**src/rtl/mdu_issue_ctrl.sv**
```systemverilog
// Issue controller between the pipeline and a multi-cycle multiply/divide unit.
// Queues START/MT requests in FIFO order and issues them one at a time to the MDU.
module mdu_issue_ctrl #(
    parameter int OPW    = 4,
    parameter int QDEPTH = 2
) (
    input  logic           clk,
    input  logic           reset,
    input  logic           req_valid,
    input  logic [OPW-1:0] req_op,
    input  logic [31:0]    req_a,
    input  logic [31:0]    req_b,
    output logic           req_ready,
    output logic [OPW-1:0] mdu_op,
    output logic [31:0]    mdu_a,
    output logic [31:0]    mdu_b,
    input  logic           mdu_busy,
    output logic           stall,
    output logic           idle
);

    localparam int PW = (QDEPTH > 1) ? $clog2(QDEPTH) : 1;
    localparam int CW = $clog2(QDEPTH) + 1;

    typedef enum logic [1:0] {
        S_IDLE  = 2'd0,
        S_ISSUE = 2'd1,
        S_WAIT  = 2'd2
    } state_t;

    state_t          state, state_nxt;
    logic            wait_first;
    logic [PW-1:0]   wr_ptr, rd_ptr;
    logic [CW-1:0]   count;

    logic [OPW-1:0]  q_op [QDEPTH];
    logic [31:0]     q_a  [QDEPTH];
    logic [31:0]     q_b  [QDEPTH];

    logic is_start, is_mt, is_mf, head_start;
    logic full, empty, push, pop;

    assign is_start   = (req_op >= OPW'(1)) && (req_op <= OPW'(4));
    assign is_mt      = (req_op == OPW'(7)) || (req_op == OPW'(8));
    assign is_mf      = (req_op == OPW'(5)) || (req_op == OPW'(6));
    assign head_start = (q_op[rd_ptr] >= OPW'(1)) && (q_op[rd_ptr] <= OPW'(4));

    assign full  = (count == CW'(QDEPTH));
    assign empty = (count == '0);
    assign idle  = empty && (state == S_IDLE) && !mdu_busy;

    // Readiness uses the registered count, so a pop in the same cycle never frees a slot early.
    always_comb begin
        req_ready = 1'b1;
        if (is_start || is_mt)
            req_ready = !full;
        else if (is_mf)
            req_ready = idle;
    end

    assign stall = req_valid && !req_ready;
    assign push  = req_valid && req_ready && (is_start || is_mt);
    assign pop   = (state == S_ISSUE);

    always_comb begin
        state_nxt = state;
        case (state)
            S_IDLE:  if (!empty && !mdu_busy) state_nxt = S_ISSUE;
            S_ISSUE: state_nxt = head_start ? S_WAIT : S_IDLE;
            // The MDU raises busy one cycle after a start, so the first WAIT cycle ignores it.
            S_WAIT:  if (!wait_first && !mdu_busy) state_nxt = S_IDLE;
            default: state_nxt = S_IDLE;
        endcase
    end

    assign mdu_op = pop ? q_op[rd_ptr] : '0;
    assign mdu_a  = pop ? q_a[rd_ptr]  : '0;
    assign mdu_b  = pop ? q_b[rd_ptr]  : '0;

    // NOTE: sequential state uses non-blocking assignments so every register samples pre-edge values.
    always_ff @(posedge clk or posedge reset) begin
        if (reset) begin
            state      <= S_IDLE;
            wait_first <= 1'b0;
            wr_ptr     <= '0;
            rd_ptr     <= '0;
            count      <= '0;
        end else begin
            state      <= state_nxt;
            wait_first <= (state == S_ISSUE);
            if (push) wr_ptr <= wr_ptr + 1'b1;
            if (pop)  rd_ptr <= rd_ptr + 1'b1;
            case ({push, pop})
                2'b10:   count <= count + 1'b1;
                2'b01:   count <= count - 1'b1;
                default: count <= count;
            endcase
        end
    end

    // NOTE: queue storage is not reset; count and pointers alone decide which entries are valid.
    always_ff @(posedge clk) begin
        if (push) begin
            q_op[wr_ptr] <= req_op;
            q_a[wr_ptr]  <= req_a;
            q_b[wr_ptr]  <= req_b;
        end
    end

endmodule

```
**config.mk**
```make
export PLATFORM = sky130hd
export DESIGN_NAME = mdu_issue_ctrl
export DESIGN_NICKNAME = d
export VERILOG_FILES = /design/src/rtl/mdu_issue_ctrl.sv
export SDC_FILE = /design/constraint.sdc
export NUM_CORES = 1
export LEC_CHECK = 0
export CAP_MARGIN = 20
export CORE_AREA = 4 4 123 125
export CTS_BUF_LIST = sky130_fd_sc_hd__clkbuf_4 sky130_fd_sc_hd__clkbuf_8
export DETAILED_ROUTE_END_ITERATION = 10
export DIE_AREA = 0 0 127 129
export PLACE_DENSITY = 0.75
export SETUP_SLACK_MARGIN = 0.3
export SYNTH_ARGS = -nofsm -noshare
export SYNTH_HDL_FRONTEND = slang
export SYNTH_SLANG_ARGS = --single-unit
```
**constraint.sdc**
```tcl
create_clock -name clk -period 4.6 [get_ports clk]
set_clock_uncertainty 0.1 [all_clocks]
set_input_delay 0.46 -clock clk [delete_from_list [all_inputs] [get_ports clk]]
set_output_delay 0.46 -clock clk [all_outputs]
set_load 0.02 [all_outputs]
```
==> results of run 1 <==
[cell type report]
class | count | area, sq um
Fill cell | 1133 | 6230
Sequential cell | 143 | 4260
Timing Repair Buffer | 148 | 1470
Multi-Input combinational cell | 171 | 1210
Clock buffer | 19 | 249
Tap cell | 180 | 225
Clock inverter | 13 | 218
Inverter | 6 | 22.5
[sequential cells by signal (all words and copies together), names as in the netlist]
name	cells
wait_first	1
count	2
state	2
q_a	64
q_op	8
q_b	64
wr_ptr	1
rd_ptr	1
[kinds of logic after synthesis]
group                      synth area share
DFF                                   0.766
buffers and inverters                0.0196
and+or+nand+nor                      0.0649
xor gates and xnor gates             0.0110
adders and majority gates           0.00225
muxes                                 0.123
AOI/OAI and AO/OA                    0.0131
[power by group]
group          switching [mW]  internal [mW]  leakage (nW)
sequential              0.158           1.59          1.32
combinational           0.797          0.735          1.19
clock                   0.436          0.705         0.231
[routing by layer]
layer  vias to the layer above  global-route usage  routed length (um)
met5                         -                   0                   0
met4                         0              0.0530                 153
met3                        14              0.0494                 702
met2                       113               0.233                5520
met1                      1517               0.155                4470
li1                       1529                   -                   -
[cells in the mapped netlist (2+ instances only)]
| library cell | n |
|---|---|
| edfxtp_1 | 136 |
| nand2_1 | 2 |
| inv_1 | 6 |
| nor2_1 | 74 |
| xnor2_1 | 6 |
| dfrtp_1 | 7 |
| buf_4 | 3 |
| nor2b_1 | 2 |
| nor3_1 | 2 |
| nand2b_1 | 4 |
| buf_2 | 6 |
| clkbuf_1 | 6 |
| mux2i_1 | 67 |
[final timing paths]
check	start	endpoint	slack (ns)	cells past startpoint
worst max-delay path	rd_ptr	mdu_a[11]	1.26	4
worst min-delay path	reset	count[0]	0.16	2
worst max register to register	state[1]	state[1]	2.56	3
worst min register to register	wait_first	state[1]	0.44	2
max in group asynchronous	reset	rd_ptr	4.02	2
min in group clk	wait_first	state[1]	0.44	2
[worst max-delay path, delay by kind of cell (launching register included)]
family / cells / cell delay, ns
simple gates: 1 / 0.06
mux: 1 / 0.26
flops: 1 / 1.01
buf+inv: 2 / 1.01
[metrics by stage]
stage	utilization	power [mW]	setup slack, ns	cells	hold WS [ns]
6_report	0.551	4.42	1.26	680	0.155
5_1_grt	0.551	4.65	1.06	680	0.145
4_1_cts	0.551	4.49	1.16	680	0.132
3_5_place_dp	0.517	3.34	1.65	648	0.425
3_3_place_gp	0.517	3.32	1.68	648	0.418
2_1_floorplan	-	2.67	0.120	336	0.163
==> metrics, run 1 <==
Clock Tree Buf Depth 2; ys async rst share 0.0490; outcome finished, final reports clean; Total GRT Usage 0.136; number of DRC markers in iteration 0 138; Final Cycle Share 0.727; overall routed net length 10800 um; I/O Buffers 142; DPL Wire Length 7320 um; number of global-route vias before repair 3387; Max Slew Vio Count 0; kind of critical path flip-flop to output port; Startpoint Class flip-flop; top cell type's share of synthesized area 0.735; fmax 299 MHz; Clock transition at path regs 0.07 ns; commonest non-fill, non-tap cell in the layout clkdlybuf4s50_1; Tmin final 3.34 ns; Synth Instances 336; Hold Buf Count CTS 0; later-pin clock latency in the skew report 0.43 ns; Final Hold Fails 0; Vias 3173; pwr/cell area 578 mW/mm^2; First-pass DRT Iterations 4; Post-route DRC 0; largest net degree at the start of global routing 53; RSZ-0062 raised after global routing no; #FFs+latches synth 143; share of cells above drive strength 1 0.0900; crit path max-delay cell type dfrtp_4; Rel. slew slack 0.388; TritonCTS clock tree done; Leakage 2.74 nW; Ports 143; remaining global-route overflow 0; first-pass GRT wire length 16800 um; initial antenna violation count 0; Syn Area/Cell 16.5 sq um; final setup fails 0; Gates resized, CTS repair 0; commonest non-fill, non-tap cells in the layout clkdlybuf4s50_1 (142), edfxtp_1 (136), nor2_1 (72); nets 560; Post-Syn Area 0.00556 sq mm; CTS Root Cell clkbuf_8; Post-Route Setup TNS 0 ns; WL/cell 16.0 um; Post-synth EDFFs 136; synthesis-to-finish area growth 37.7%; Placeable Area 0.0139 sq mm; H-tree depth 4; number of routed nets with antenna violations 0; total CTS buffers 17; Post-DP Area 0.00718 sq mm; worst path cell trace buf_4 -> mux2i_1 -> nor2_1 -> clkdlybuf4s50_1; Synth Warn # 0; Die X 127 um; Die Span Y 129 um; top post-synthesis cells by area edfxtp_1 (73%), mux2i_1 (12%), nor2_1 (5.0%); Worst Path Max Fanout 52; worst slew pin tran 0.918 ns; routability cong. 0.744; Mapped Nets 409; Antenna Cells 0; Die ar. 0.0164 sq mm; number of max-cap violations 0; Row Count 43; Arr. time, crit path 2.78 ns; synth unique cells 28; Clock Sinks 143; top_reg_cell synth edfxtp_1; CP required 4.04 ns; post-CTS setup repair buffer count 0; starting density of the core 0.400; VDD IR-drop max 0.313 mV; design area 0.00765 sq mm; vias per std cell 4.67; Yosys top cell by area edfxtp_1; register area share after synthesis 0.766; Min-Delay Path Class input port to async pin; Critical Path Max Stage Delay 1.01 ns; endpoint class of the critical path output port
(Power assumes the default switching activity.)
==> run 2: changes to the inputs <==
Settings changed: PLACE_DENSITY 0.75 to 0.78.
Clock period 4.6 ns to 2.9 ns, I/O delays scaled along.
==> run 2 against run 1 <==
Net effect:
- hold slack worse by 0.027 ns
- total power up 55%
- via count up 2.6%
- global-route usage up 0.18 points
- final area up 0.74%
==> metrics, run 2 (same netlist as run 1, synthesis figures left out) <==
Die ar. 0.0164 sq mm (unchanged); Top Family by Delay on Critical Path buffers and inverters; Pwr Total 6.85 mW (+55%); worst slew pin tran 0.423 ns (-0.495 ns); Max Slew Vio Count 0 (unchanged); RSZ-0062 raised after global routing no; Total GRT Usage 0.137 (+0.00184); Final Cycle Share 0.860; overall routed net length 11200 um (+3.7%); Fillers 1115 (-1.6%); Hold Startpoint req_op[3]; total CTS buffers 17 (unchanged); number of DRC markers in iteration 0 133 (-3.6%); Worst Path Max Fanout 5 (-90%); Inst Count DP 650 (+0.31%); synthesis-to-finish area growth 38.7%; largest net degree at the start of global routing 52 (-1.9%); endpoint class of the critical path output port; number of global-route vias before repair 3414 (+0.80%); vias per std cell 4.74 (+1.5%); biggest regs q_a x64, q_b x64, q_op x8; Post-DP Area 0.00725 sq mm (+0.91%); VDD IR-drop max 0.579 mV (+85%); Clock Tree Buf Depth 2 (unchanged); worst reg-to-reg path cell count 6 (+3); routability cong. 0.757 (+1.6%); Post-route DRC 0 (unchanged); CP Buf/Inv Count 2 (unchanged); Final Hold Fails 0 (unchanged); commonest non-fill, non-tap cells in the layout clkdlybuf4s50_1 (136), edfxtp_1 (136), nor2_1 (72); fmax 401 MHz; Worst Hold Path EP q_op[1][3]; Row Count 43 (unchanged); H-tree depth 4 (unchanged); number of max-cap violations 0 (unchanged); starting density of the core 0.400 (unchanged); Rel. slew slack 0.718 (+0.330); pwr/cell area 889 mW/mm^2 (+54%); Reg2Reg Setup Slack 1.12 ns (-1.44 ns); Startpoint Class flip-flop; Min-Delay Path Class input port to flip-flop; DPL Wire Length 7540 um (+3.1%); final std cells w/o fill 687 (+1.0%); pre-CTS WS 0.341 ns (-1.31 ns); share of cells above drive strength 1 0.105 (+0.0145); Leakage 2.83 nW (+3.1%); Vias 3255 (+2.6%); Worst Hold Path Cells 1; Clock transition at path regs 0.07 ns (about the same); Clock Sinks 143 (unchanged); remaining global-route overflow 0 (unchanged); Arr. time, crit path 2.10 ns (-0.68 ns); crit path max-delay cell type clkdlybuf4s50_1; Tmin final 2.49 ns; number of routed nets with antenna violations 0 (unchanged); kind of critical path flip-flop to output port; Die X 127 um (unchanged); Antenna Cells 0 (unchanged); later-pin clock latency in the skew report 0.42 ns (about the same); initial antenna violation count 0 (unchanged); WL/cell 16.4 um (+2.6%); Placeable Area 0.0139 sq mm (unchanged); I/O Buffers 142 (unchanged); Ports 143 (unchanged); Core Util, Final 0.555 (+0.00406); outcome finished, final reports clean; Critical Path Max Stage Delay 0.62 ns (-0.39 ns); worst path cell trace buf_4 -> mux2_2 -> nor2b_1 -> clkdlybuf4s50_1; design area 0.00771 sq mm (+0.74%); Die Span Y 129 um (unchanged); PnR worst setup slack 0.405 ns (-0.853 ns); final setup fails 0 (unchanged); nets 567 (+1.3%); Crit Reg-Reg Startpoint state[1]; Worst R2R End count[1]; CTS Root Cell clkbuf_8; CP required 2.51 ns (-1.53 ns); first-pass GRT wire length 17200 um (+2.5%); First-pass DRT Iterations 4 (unchanged); TritonCTS clock tree done
## run 2: cell types whose count changed in the layout (fill, tap and decap cells not counted), moves of 2 or more
cell	delta
clkinvlp_4	+3
buf_12	+4
inv_6	+2
buf_6	+2
bufinv_16	-4
clkdlybuf4s50_1	-6
dlymetal6s2s_1	+6
## run 2: where the power goes
part	internal, mW	total (mW)	switching (mW)
clock network	0.770	1.49	0.724
logic	1.26	2.74	1.47
registers	2.52	2.62	0.0983
total	4.55	6.85	2.30
## run 2: how the worst max path moves through the flow
stage / start / endpoint / slack (ns) / cells past startpoint
2_1_floorplan: req_op[3] / q_a[0][0] / -0.28 / 4
3_3_place_gp: req_op[3] / stall / 0.37 / 6
3_5_place_dp: req_op[2] / q_a[1][13] / 0.34 / 6
4_1_cts: rd_ptr / mdu_b[0] / 0.33 / 5
5_1_grt: rd_ptr / mdu_a[28] / 0.30 / 5
6_report: rd_ptr / mdu_op[3] / 0.41 / 4
## run 2: repair_timing
action / CTS / global route
buffers inserted: 4 / 0
cloned: 0 / 0
resized for setup: 2 / 7
hold buffers: 1 / 0
setup endpoints to repair: 49 / 6
hold endpoints to repair: 7 / 0
## run 2: cell type report
cell class / count / area [sq um] / area share
clock inverters: 14 / 143 / 0.0185
well taps: 180 / 225 / 0.0292
repair buffers: 155 / 1600 / 0.208
multi-input cells: 171 / 1210 / 0.157
inverters: 6 / 22.5 / 0.00292
flip-flops and latches: 143 / 4260 / 0.553
clock buffers: 18 / 241 / 0.0313
## run 2: metal layers
metal	GRT usage	routed length, um
met1	0.157	4590
met2	0.238	5840
met3	0.0486	730
met4	0.0524	92
met5	0	0
## run 2: through the flow
| step | setup TNS, ns | hold slack (ns) |
|---|---|---|
| floorplan | -38.23 | -0.00660 |
| global placement | 0 | 0.405 |
| CTS | 0 | 0.303 |
| finish | 0 | 0.128 |
| detailed placement | 0 | 0.417 |
| global route | 0 | 0.132 |
## run 2: worst register-to-register path, cell delays in order, from the launching register on
cell	delay [ns]
dfrtp_1	0.36
nand2b_2	0.14
buf_6	0.35
inv_1	0.14
ha_1	0.33
nor2_1	0.14
xnor2_1	0.14
